===== src/rtl/mux4_arb_pkg.sv =====
// mux4_arb_pkg
// Shared widths, the arbiter state encoding and a one-hot helper for the
// 4-way round-robin arbiter.
//   N_REQ  number of requesters
//   IDX_W  width of a requester index / round-robin pointer
//   CNT_W  width of the hold counter
package mux4_arb_pkg;

  localparam int N_REQ = 4;
  localparam int IDX_W = 2;
  localparam int CNT_W = 8;

  typedef enum logic {
    ST_IDLE,
    ST_GRANT
  } state_t;

  function automatic logic [N_REQ-1:0] idx2onehot(input logic [IDX_W-1:0] idx);
    return N_REQ'(1) << idx;
  endfunction

endpackage


===== src/rtl/rr_pick4.sv =====
// rr_pick4
// Combinational round-robin picker. Searches req & ~mask in the order
// ptr, ptr+1, ptr+2, ptr+3 (mod 4) and reports the first hit.
//   req   [3:0] in   request vector
//   ptr   [1:0] in   first index to examine
//   mask  [3:0] in   requesters to exclude from the search
//   idx   [1:0] out  index of the winner (0 when nothing found)
//   found       out  a winner exists
module rr_pick4
  import mux4_arb_pkg::*;
(
  input  logic [N_REQ-1:0] req,
  input  logic [IDX_W-1:0] ptr,
  input  logic [N_REQ-1:0] mask,
  output logic [IDX_W-1:0] idx,
  output logic             found
);

  logic [N_REQ-1:0] cand;
  logic [IDX_W-1:0] pos;

  assign cand = req & ~mask;

  // Walk from the farthest offset down to offset 0 so the nearest
  // candidate in search order is the last one written and wins.
  always_comb begin
    idx   = '0;
    found = 1'b0;
    pos   = '0;
    for (int i = N_REQ - 1; i >= 0; i--) begin
      pos = ptr + IDX_W'(i);
      if (cand[pos]) begin
        idx   = pos;
        found = 1'b1;
      end
    end
  end

endmodule


===== src/rtl/mux4_arbiter.sv =====
// mux4_arbiter
// Round-robin arbiter producing the select for an external gate-level 4:1
// mux. One owner at a time; the owner keeps the grant until it drops its
// request or has held it for MAX_HOLD cycles while someone else waits.
//   MAX_HOLD      param  max consecutive grant cycles when others wait (1..255)
//   clk           in     system clock, rising edge
//   rst           in     asynchronous active-high reset
//   req   [3:0]   in     level-sensitive requests
//   gnt   [3:0]   out    registered grant, one-hot or zero
//   sel   [1:0]   out    registered mux select, index of the last grant
//   busy          out    registered, high while a grant is active
//
// state    | meaning
// ST_IDLE  | no grant; sel keeps the last granted index
// ST_GRANT | exactly one gnt bit high, owner = sel
module mux4_arbiter
  import mux4_arb_pkg::*;
#(
  parameter int MAX_HOLD = 8
) (
  input  logic             clk,
  input  logic             rst,
  input  logic [N_REQ-1:0] req,
  output logic [N_REQ-1:0] gnt,
  output logic [IDX_W-1:0] sel,
  output logic             busy
);

  localparam logic [CNT_W-1:0] HOLD_LAST = CNT_W'(MAX_HOLD - 1);

  state_t           state, state_nxt;
  logic [IDX_W-1:0] ptr, ptr_nxt;
  logic [CNT_W-1:0] hold_cnt, hold_cnt_nxt;
  logic [N_REQ-1:0] gnt_nxt;
  logic [IDX_W-1:0] sel_nxt;
  logic             busy_nxt;

  logic [N_REQ-1:0] pick_mask;
  logic [IDX_W-1:0] pick_idx;
  logic             pick_found;
  logic             owner_req;
  logic             grant_new;

  // While granting, the owner is excluded so release and timeout both look
  // only at the other requesters. ptr already points one past the owner.
  assign pick_mask = (state == ST_GRANT) ? idx2onehot(sel) : '0;
  assign owner_req = req[sel];

  rr_pick4 u_pick (
    .req   (req),
    .ptr   (ptr),
    .mask  (pick_mask),
    .idx   (pick_idx),
    .found (pick_found)
  );

  always_ff @(posedge clk or posedge rst) begin
    if (rst) begin
      state    <= ST_IDLE;
      ptr      <= '0;
      hold_cnt <= '0;
      gnt      <= '0;
      sel      <= '0;
      busy     <= 1'b0;
    end else begin
      state    <= state_nxt;
      ptr      <= ptr_nxt;
      hold_cnt <= hold_cnt_nxt;
      gnt      <= gnt_nxt;
      sel      <= sel_nxt;
      busy     <= busy_nxt;
    end
  end

  always_comb begin
    state_nxt    = state;
    ptr_nxt      = ptr;
    hold_cnt_nxt = hold_cnt;
    gnt_nxt      = gnt;
    sel_nxt      = sel;
    busy_nxt     = busy;
    grant_new    = 1'b0;

    case (state)
      ST_IDLE: begin
        if (pick_found) grant_new = 1'b1;
      end

      ST_GRANT: begin
        if (!owner_req) begin
          if (pick_found) begin
            grant_new = 1'b1;
          end else begin
            state_nxt = ST_IDLE;
            gnt_nxt   = '0;
            busy_nxt  = 1'b0;
          end
        end else if (hold_cnt == HOLD_LAST) begin
          // Nobody else waiting: the owner keeps gnt without a gap and
          // simply starts a fresh hold window.
          if (pick_found) grant_new = 1'b1;
          else            hold_cnt_nxt = '0;
        end else begin
          hold_cnt_nxt = hold_cnt + CNT_W'(1);
        end
      end

      default: begin
        state_nxt = ST_IDLE;
        gnt_nxt   = '0;
        busy_nxt  = 1'b0;
      end
    endcase

    if (grant_new) begin
      state_nxt    = ST_GRANT;
      gnt_nxt      = idx2onehot(pick_idx);
      sel_nxt      = pick_idx;
      ptr_nxt      = pick_idx + IDX_W'(1);
      hold_cnt_nxt = '0;
      busy_nxt     = 1'b1;
    end
  end

endmodule


===== config.mk =====
export PLATFORM = sky130hd
export DESIGN_NAME = mux4_arbiter
export DESIGN_NICKNAME = d
export VERILOG_FILES = /design/src/rtl/mux4_arb_pkg.sv /design/src/rtl/rr_pick4.sv /design/src/rtl/mux4_arbiter.sv
export SDC_FILE = /design/constraint.sdc
export NUM_CORES = 1
export LEC_CHECK = 0
export BUFFER_PORTS_ARGS = -buffer_cell sky130_fd_sc_hd__clkbuf_2
export CAP_MARGIN = 20
export CORE_ASPECT_RATIO = 0.7
export CORE_MARGIN = 1.5
export CORE_UTILIZATION = 56
export CTS_CLUSTER_DIAMETER = 60
export DETAILED_ROUTE_END_ITERATION = 8
export PLACE_DENSITY = 0.88
export SKIP_CTS_REPAIR_TIMING = 1
export SLEW_MARGIN = 15
export SYNTH_ARGS = -nofsm -noshare
export SYNTH_HDL_FRONTEND = slang
export SYNTH_HIERARCHICAL = 1
export SYNTH_SLANG_ARGS = --single-unit

===== constraint.sdc =====
create_clock -name clk -period 2.5 [get_ports clk]
set_input_delay 0.25 -clock clk [delete_from_list [all_inputs] [get_ports clk]]
set_output_delay 0.25 -clock clk [all_outputs]
set_load 0.02 [all_outputs]

==> results.cfg <==
[critical_path]
crit_arrival_ns = 2.46
worstRegToRegCells = 8
worstSetupPathType = register to register
cp_data_required_time_ns = 2.68
critical_path.max_fanout = 7
startpoint_type = register
critical_path.endpoint_type = register
r2r-end = ptr[1]$_DFFE_PP0P_
r2r_setup_slack_ns = 0.22
worstReg2RegStart = state$_DFF_PP0_

[power_and_ir_drop]
pwr-share-comb_pct = 54.9
total_power_mw = 1.420
internal_power_uw = 804.5
clockPowerShare_pct = 10.0
cellPowerDensity_mw_per_mm2 = 1207
power.ir.vdd_worst_v = 0.0008060
net-switching-power_uw = 615.5
switching_share_pct = 43.35
p_leak_nw = 0.5709
pwr-share-seq_pct = 35.1

[cts]
h_tree_depth = 1
clk_path_buf_depth = 2
cts-buffers-inserted = 3
path_clk_slew_ns = 0.10
clk-insertion-delay-late_ns = 0.29
clock-sinks = 18
cts_tree = done
ctsRootBufferMaster = clkbuf_4

[logic_synthesis]
postSynthNetCount = 115
number_of_synthesized_register_bits = 18
yosys_warnings = 6
synthesized_area_divided_by_synthesized_cell_count_sq_um = 10.48
post_synthesis_cell_area_sq_mm = 0.001090
ys_seq_area_share_pct = 41.33
post_synth_inst_count = 104
yosys.cell_types.count = 35

[final_layout]
layoutNonFillerInstCount = 138
fillers = 159
antenna-diode-count = 0
final_layout_size_suffix_gt1_share_pct = 21.55
layout-area-overhead-vs-synth_pct = 7.922
area.sequential_sq_um = 450.4
multi_input_area_sq_um = 589.3
fin_nets = 129

[detailed_routing]
drt_pre_antenna_iters = 4
number_of_drc_violations_after_detailed_routing_iteration_0 = 19
drtAntennaViolNets = 0
drc_errors = 0
via_count = 849
totalWireLength_mm = 2.195
wl_per_cell_um = 15.91
avgViaCountPerCell = 6.152

[timing]
timing.final.max_slew_violations = 0
final.setup.worst_slack_ns = 0.2158
setup_repair_after_global_routing_missed_its_margin = no
final-setup-viol-count = 0
final_period_minus_worst_setup_slack_ns = 2.284
max_freq_mhz = 437.8
worstMarginPinSlew_ns = 0.6639
final.setup.tns_ns = 0
min_period_over_period_pct = 91.37
final.hold.worst_slack_ns = 0.02276
hold_viol = 0
max_slew_margin_pct = 55.69
clock-skew-final_ns = 0.01068

[grt]
initial_antenna_violation_count = 0
grt_start_max_net_pins = 19
grt_remaining_overflow = 0
grt_pass1_wl_mm = 3.574
via_count_of_the_first_global_routing_pass = 802
global_routing_usage_summed_across_all_routing_layers_pct = 21.96

[die]
die_height_um = 39.91
rows = 13
fp.dieArea_sq_mm = 0.002224
core-area_sq_mm = 0.001838
starting_utilization_of_the_core_area_pct = 59.29
chipWidth_um = 55.73
ios = 13

[placed_design]
dpl.hpwl_mm = 1.654
last_weighted_congestion_value_of_the_routability_driven_placer = 0.8183
count_of_buffers_inserted_at_the_top_level_ports = 12
dpl_worst_slack_ns = 0.2488
placed_cells = 135

[job]
count_of_max_cap_constraint_violations = 0

[status]
run_status = completed

[worst_hold_path]
hold_path_class = input port to asynchronous set/reset pin
-- worst max-delay path by stage --
stage / start / endpoint / cells past startpoint
2_1_floorplan: sel[1]$_DFFE_PP0P_ / ptr[1]$_DFFE_PP0P_ / 8
3_3_place_gp: state$_DFF_PP0_ / ptr[1]$_DFFE_PP0P_ / 8
3_5_place_dp: state$_DFF_PP0_ / ptr[1]$_DFFE_PP0P_ / 8
4_1_cts: state$_DFF_PP0_ / ptr[1]$_DFFE_PP0P_ / 8
5_1_grt: state$_DFF_PP0_ / ptr[1]$_DFFE_PP0P_ / 8
6_report: state$_DFF_PP0_ / ptr[1]$_DFFE_PP0P_ / 8
-- sequential cells by signal (all words and copies together) (netlist names) --
signal    flops
hold_cnt      8
gnt           4
ptr           2
sel           2
busy          1
state         1
-- layout by cell type, fill, tap and decap left out, types with 4 or more instances in the layout --
| master | instances |
|---|---|
| nor3_1 | 4 |
| clkbuf_2 | 12 |
| and3_1 | 5 |
| ha_1 | 5 |
| nand2b_1 | 4 |
| a22o_1 | 4 |
| nor2b_1 | 8 |
| inv_1 | 7 |
| nand2_1 | 4 |
| a21oi_1 | 9 |
| dfrtp_1 | 18 |
-- synth_stat cells --
cell,instances,area share (%)
or4_1,1,0.69
a22o_1,4,3.2
mux4_2,1,2.1
ha_1,5,5.7
nand2_1,4,1.4
mux2i_1,2,1.8
o211ai_1,3,2.1
and2_1,2,1.1
a211oi_2,1,1.1
o31ai_1,1,0.69
o211a_1,1,0.92
buf_2,1,0.46
nand3_1,2,0.92
mux2_2,3,3.1
nor3_1,4,1.8
o311a_1,1,0.92
o21ai_1,1,0.46
nand3b_1,1,0.69
a41oi_1,1,0.80
o311ai_4,1,2.4
nand2b_1,4,2.3
and2_4,1,0.80
inv_1,7,2.4
a21oi_1,9,4.1
a221o_1,1,0.92
nor2_1,2,0.69
mux2_4,2,2.8
buf_8,1,1.4
clkbuf_1,1,0.34
o21ai_0,3,1.4
dfrtp_1,18,41
or4_4,1,1.0
and3_1,5,2.9
nor2b_1,8,4.6
a31oi_1,1,0.57
-- power by group through the flow --
stage	clock network (mW)	registers (mW)	logic (mW)
floorplan	0	0.523	0.604
finish	0.142	0.499	0.779
detailed placement	0	0.503	0.774
global route	0.161	0.514	0.854
global placement	0	0.494	0.751
CTS	0.144	0.497	0.781
-- final cells by class --
type,count,area share [%]
Tap cell,22,2.340
Sequential cell,18,38.30
Inverter,7,2.234
Timing Repair Buffer,12,5.106
Multi-Input combinational cell,76,50.11
Clock buffer,3,1.915
-- worst max-delay path: stages (launching register included) --
cell and delay, ns:
dfrtp_1 0.47, inv_1 0.12, nor3_1 0.19, nand2b_1 0.19, mux2i_1 0.11, a211oi_2 0.39, inv_1 0.12, ha_1 0.31
mux2_4 0.26
-- layer usage --
layer  vias up  wire [um]  global-route usage (%)
li1        409          -                       -
met1       413       1046                   26.32
met2        25       1017                   40.18
met3         2        117                   5.941
met4         0         13                   6.707
met5         -          0                       0
-- stage by stage --
stage,utilization [%],instance area (sq um)
after detailed placement,62.76,1154
final,63.99,1176
after global placement,62.76,1154
after global routing,63.99,1176
after floorplan,-,1090
after CTS,63.99,1176
-- cells by family after synthesis --
family                   after synthesis  synth area share, %
AO/OA/AOI/OAI                         28                19.63
AND/OR/NAND/NOR                       35                18.94
buffers and inverters                 10                4.592
adder cells (fa/ha/maj)                5                5.741
multiplexers                           8                9.759
flip-flops                            18                41.33
No activity file was read; power rests on OpenSTA's default activity.
